## config.mk

```make
export PLATFORM = sky130hd
export DESIGN_NAME = mem_bus_arbiter
export DESIGN_NICKNAME = d
export VERILOG_FILES = /design/src/rtl/mem_bus_arbiter.sv
export SDC_FILE = /design/constraint.sdc
export NUM_CORES = 1
export LEC_CHECK = 0
export ABC_AREA = 0
export BUFFER_PORTS_ARGS = -buffer_cell sky130_fd_sc_hd__buf_4
export CAP_MARGIN = 0
export CORE_AREA = 2 2 77 42
export CTS_CLUSTER_DIAMETER = 120
export DETAILED_ROUTE_END_ITERATION = 10
export DIE_AREA = 0 0 79 44
export PLACE_DENSITY_LB_ADDON = 0.05
export SYNTH_ARGS = -nofsm -noshare
export SYNTH_HDL_FRONTEND = slang
export SYNTH_SLANG_ARGS = --single-unit
```

## constraint.sdc

```tcl
create_clock -name clk -period 1.75 [get_ports clk]
set_input_delay 0.35 -clock clk [delete_from_list [all_inputs] [get_ports clk]]
set_output_delay 0.35 -clock clk [all_outputs]
set_load 0.005 [all_outputs]
```

## src/rtl/mem_bus_arbiter.sv

```systemverilog
// -----------------------------------------------------------------------------
// mem_bus_arbiter
//
// Two-master arbiter for the MiniRISC data-memory bus. Master 0 is the CPU
// controller (its bus_grant ends the controller's load/store states), master 1
// is the DMA engine. Both share a single slave port. Ties in IDLE are broken
// round-robin. A per-access timeout forces a grant with bus_err when the slave
// never acknowledges, so every access is guaranteed to terminate.
//
// Ports
//   clk                    system clock, rising edge
//   rst                    synchronous reset, active low
//   m0_req/wr/rd           CPU request and strobes
//   m0_addr, m0_wdata      CPU address / write data
//   m0_grant, m0_rdata     CPU completion pulse and read data
//   m1_*                   same set for the DMA master
//   slv_wr, slv_rd         slave strobes
//   slv_addr, slv_wdata    slave address / write data
//   slv_rdata, slv_ack     slave read data and completion (may be combinational)
//   bus_err                one-cycle pulse with a timeout-forced grant
//   owner                  00 idle, 01 CPU, 10 DMA
//
// state     | meaning
// ----------+------------------------------------------------------------
// ST_IDLE   | bus free; arbitrate among pending requests
// ST_OWN_M0 | CPU owns the slave port until ack, timeout or withdrawal
// ST_OWN_M1 | DMA owns the slave port until ack, timeout or withdrawal
// -----------------------------------------------------------------------------
module mem_bus_arbiter #(
   parameter int ADDR_W  = 8,
   parameter int DATA_W  = 8,
   parameter int TIMEOUT = 15
) (
   input  logic              clk,
   input  logic              rst,

   input  logic              m0_req,
   input  logic              m0_wr,
   input  logic              m0_rd,
   input  logic [ADDR_W-1:0] m0_addr,
   input  logic [DATA_W-1:0] m0_wdata,
   output logic              m0_grant,
   output logic [DATA_W-1:0] m0_rdata,

   input  logic              m1_req,
   input  logic              m1_wr,
   input  logic              m1_rd,
   input  logic [ADDR_W-1:0] m1_addr,
   input  logic [DATA_W-1:0] m1_wdata,
   output logic              m1_grant,
   output logic [DATA_W-1:0] m1_rdata,

   output logic              slv_wr,
   output logic              slv_rd,
   output logic [ADDR_W-1:0] slv_addr,
   output logic [DATA_W-1:0] slv_wdata,
   input  logic [DATA_W-1:0] slv_rdata,
   input  logic              slv_ack,

   output logic              bus_err,
   output logic [1:0]        owner
);

   typedef enum logic [1:0] {
      ST_IDLE   = 2'b00,
      ST_OWN_M0 = 2'b01,
      ST_OWN_M1 = 2'b10
   } state_t;

   // Counter value seen during the TIMEOUT-th owner cycle (counter starts at 0).
   localparam logic [7:0] LP_CNT_LAST = 8'(TIMEOUT - 1);

   state_t     r_state;
   state_t     w_state_nxt;
   logic       r_last;        // 0: M0 served last, 1: M1 served last
   logic       w_last_nxt;
   logic [7:0] r_cnt;
   logic [7:0] w_cnt_nxt;

   always_ff @(posedge clk) begin
      if (!rst) begin
         r_state <= ST_IDLE;
         r_last  <= 1'b1;
         r_cnt   <= 8'd0;
      end else begin
         r_state <= w_state_nxt;
         r_last  <= w_last_nxt;
         r_cnt   <= w_cnt_nxt;
      end
   end

   always_comb begin
      w_state_nxt = r_state;
      w_last_nxt  = r_last;
      w_cnt_nxt   = r_cnt;
      m0_grant    = 1'b0;
      m0_rdata    = '0;
      m1_grant    = 1'b0;
      m1_rdata    = '0;
      slv_wr      = 1'b0;
      slv_rd      = 1'b0;
      slv_addr    = '0;
      slv_wdata   = '0;
      bus_err     = 1'b0;
      owner       = 2'b00;

      case (r_state)
         ST_IDLE: begin
            w_cnt_nxt = 8'd0;
            // On a tie the master not served last wins.
            if (m0_req && (!m1_req || r_last)) begin
               w_state_nxt = ST_OWN_M0;
            end else if (m1_req) begin
               w_state_nxt = ST_OWN_M1;
            end
         end

         ST_OWN_M0: begin
            owner     = 2'b01;
            slv_addr  = m0_addr;
            slv_wdata = m0_wdata;
            slv_wr    = m0_wr & m0_req;
            slv_rd    = m0_rd & m0_req;
            if (!m0_req) begin
               // Withdrawn request: abort silently, arbitration history untouched.
               w_state_nxt = ST_IDLE;
               w_cnt_nxt   = 8'd0;
            end else if (slv_ack) begin
               m0_grant    = 1'b1;
               m0_rdata    = slv_rdata;
               w_state_nxt = ST_IDLE;
               w_last_nxt  = 1'b0;
               w_cnt_nxt   = 8'd0;
            end else if (r_cnt == LP_CNT_LAST) begin
               m0_grant    = 1'b1;
               bus_err     = 1'b1;
               w_state_nxt = ST_IDLE;
               w_last_nxt  = 1'b0;
               w_cnt_nxt   = 8'd0;
            end else begin
               w_cnt_nxt = r_cnt + 8'd1;
            end
         end

         ST_OWN_M1: begin
            owner     = 2'b10;
            slv_addr  = m1_addr;
            slv_wdata = m1_wdata;
            slv_wr    = m1_wr & m1_req;
            slv_rd    = m1_rd & m1_req;
            if (!m1_req) begin
               w_state_nxt = ST_IDLE;
               w_cnt_nxt   = 8'd0;
            end else if (slv_ack) begin
               m1_grant    = 1'b1;
               m1_rdata    = slv_rdata;
               w_state_nxt = ST_IDLE;
               w_last_nxt  = 1'b1;
               w_cnt_nxt   = 8'd0;
            end else if (r_cnt == LP_CNT_LAST) begin
               m1_grant    = 1'b1;
               bus_err     = 1'b1;
               w_state_nxt = ST_IDLE;
               w_last_nxt  = 1'b1;
               w_cnt_nxt   = 8'd0;
            end else begin
               w_cnt_nxt = r_cnt + 8'd1;
            end
         end

         default: begin
            w_state_nxt = ST_IDLE;
            w_cnt_nxt   = 8'd0;
         end
      endcase
   end

endmodule

```

==> qor.yml <==
outcome:
  status: "finished, violations left"
  violations: "negative setup slack"
grt:
  grtUsageTotal: 0.220
  antenna_found_initial: 0
  grt_max_degree: 20
  grt_pass1_vias: 1362
  gr-total-overflow: 0
  grt_pass1_wl_um: 6000
setup_path:
  path_class: "flop to output pin"
  worstPathArrival_ns: 1.48
  worst-endpoint-required_ns: 1.40
  setup.worst_path.end_class: "output pin"
  start_kind: "flop"
  cp_max_fo: 4
  rr_endpoint: "r_state[1]$_SDFFE_PN0P_"
  worstRegToRegCells: 7
  r2r_start: "r_state[0]$_SDFFE_PN0P_"
  r2r_slack_ns: 0.21
timing:
  hold_viol: 0
  rsz0062_at_grt: "true"
  tns_ns: -0.166
  min_period_ns: 1.83
  tightest_slew_ns: 0.268
  slew_headroom: 0.821
  layout_setup_ws_ns: -0.0777
  setup_viol: 5
  period_share: 1.04
  skew_ns: 0.00190
  final_max_slew_viol_count: 0
  fmax_ghz: 0.547
pwr:
  power.total_mw: 0.899
  p_sw_frac: 0.295
  seq_power_share: 0.293
  power.net_switching_mw: 0.265
  intPower_mw: 0.634
  pwr-share-comb: 0.416
  leakagePower_nw: 0.863
  p_clk_frac: 0.291
  pwr_density_cell_mw_per_mm2: 452
  vdd_drop_max_mv: 0.303
synth:
  synth-compound-area-share: 0.218
  synthAdderAreaFrac: 0.0736
  synth_edf_count: 0
  synth_cells: 139
  synthMuxAreaShare: 0.00982
  synth.distinct_cells: 28
  yosysTopAreaCell: "dfxtp_1"
  yosys_warnings: 0
  synth.avg_cell_area_um2: 7.34
  synth.area.top_cells: "dfxtp_1 (22%), a22oi_1 (12%), nor2b_1 (12%), nor2_1 (9.9%), ha_1 (7.4%)"
  synth_nets: 194
  ys_seq_area_frac: 0.216
  synthSimpleGateAreaFrac: 0.355
  synthArstFlopShare: 0
  ys.flop_type: "dfxtp_1"
  synth_top_family_by_area: "simple AND/OR/NAND/NOR gates"
  netlist.area_leader.share: 0.216
  yosys_register_bits: 11
  netlist_area_mm2: 0.00102
  synth_xor_xnor_area_share: 0.0515
cells_and_area:
  n_antenna_cell: 0
  drive_gt1_frac: 0.608
  area_growth_pct: 95.1
  post-route-util: 0.701
  fin_area_mm2: 0.00199
  fin_nets: 283
clock_tree:
  cts_made_buffers: 3
  clock-sinks: 11
  cts_root_buffer: "clkbuf_8"
  cts_buffer_depth: 2
  cts_tree: "built"
  insertion_delay_ns: 0.24
  ctsHtreeMaxLevel: 1
  holdBufCountCts: 0
  clk_pin_slew_ns: 0.05
flow_run:
  drv_cap: 0
routing:
  drt_iter0_markers: 72
  vias: 1359
  wirelength_um: 4160
  ant_nets: 0
  dr.pass1.iters: 4
  viasPerCell: 5.09
  drc: 0
  wl_per_cell_um: 15.6
die:
  die_area_mm2: 0.00348
  row_count: 14
  start_util: 0.359
  fp.dieW_um: 79
  core_mm2: 0.00284
  ios: 88
  die_y_um: 44
worst_hold_path:
  min_from: "rst"
  min_path_cells: 2
  whs_endpoint: "r_last$_SDFFE_PN1P_"
  hp-class: "input port to flop"
place:
  routabilityCongestion: 0.811
  dpl-instance-area_mm2: 0.00172
  dpl.hpwl_um: 2860
  portBuffers: 87
  dp_worst_setup_slack_ns: 0.0662
## worst max-delay path: stages, from the launching register on
cell and delay, ns:
dfxtp_4 0.37, inv_4 0.08, ha_4 0.16, and2_4 0.17, a21oi_2 0.04, nor4b_2 0.25
buf_4 0.16
## area by class of cell
cell class,instances,area [µm²]
clock buffers,4,45.0
fillers,211,848
inverters,7,31.3
multi-input cells,110,867
flip-flops and latches,11,233
well taps,40,50.0
repair buffers,95,763
## how the worst max path moves through the flow
stage / from / cells past startpoint / slack (ns) / end
floorplan: r_state[1]$_SDFFE_PN0P_ / 6 / 0.02 / slv_addr[1]
global placement: r_state[0]$_SDFFE_PN0P_ / 6 / 0.1 / bus_err
detailed placement: r_state[1]$_SDFFE_PN0P_ / 6 / 0.07 / r_state[1]$_SDFFE_PN0P_
CTS: r_state[0]$_SDFFE_PN0P_ / 6 / -0.01 / bus_err
global route: r_state[0]$_SDFFE_PN0P_ / 6 / -0.15 / bus_err
finish: r_state[0]$_SDFFE_PN0P_ / 6 / -0.08 / bus_err
## layout by cell type, fill, tap and decap left out, drive strengths merged, types with 3 or more instances in the layout
cell	count
inv	7
dfxtp	11
a32o	3
xor2	4
nor2	27
buf	94
nand2	14
nand4	4
nor2b	19
clkbuf	5
ha	6
a22oi	16
## routing by layer
layer / up-vias / GRT usage / part of all wire
li1: 654 / - / -
met1: 636 / 0.272 / 0.43
met2: 65 / 0.378 / 0.50
met3: 4 / 0.0646 / 0.069
met4: 0 / 0.0690 / 0.0041
met5: - / 0 / 0
## flip-flops by register name, summed over array words and instances, names as in the netlist
register / flops
r_cnt: 8
r_state: 2
r_last: 1
## cell usage after synthesis (3+ instances only)
library cell,count
nor2_1,27
nor2b_1,19
a22oi_1,16
nand2_1,14
dfxtp_1,11
clkbuf_1,7
inv_1,7
ha_1,6
xor2_1,4
a32o_1,3
nand4_1,3
## metrics by stage
stage | std cells | hold slack, ns
floorplan | 139 | 0.437
global placement | 258 | 0.469
detailed placement | 258 | 0.512
CTS | 266 | 0.362
global route | 267 | 0.382
finish | 267 | 0.378
## power by group through the flow
stage | Sequential (mW) | Clock, mW | Combinational [mW]
6_report | 0.264 | 0.262 | 0.374
5_1_grt | 0.264 | 0.273 | 0.398
4_1_cts | 0.262 | 0.267 | 0.326
3_5_place_dp | 0.266 | 0 | 0.295
3_3_place_gp | 0.265 | 0 | 0.287
2_1_floorplan | 0.265 | 0 | 0.128
## cell families (layout without fill, tap and decap cells)
kind of cell / after synthesis / in the layout
AO/OA/AOI/OAI: 26 / 26
flip-flops: 11 / 11
AND/OR/NAND/NOR: 71 / 71
XOR/XNOR: 6 / 6
multiplexers: 1 / 1
adder cells (fa/ha/maj): 6 / 6
buffers and inverters: 18 / 106
## repair_timing
item,in CTS,in global routing
cloned,0,1
setup endpoints to repair,37,29
buffers inserted,4,0
pin swaps,3,5
gates resized for setup,21,25
hold endpoints to repair,0,0
No activity file was read; power rests on OpenSTA's default activity.
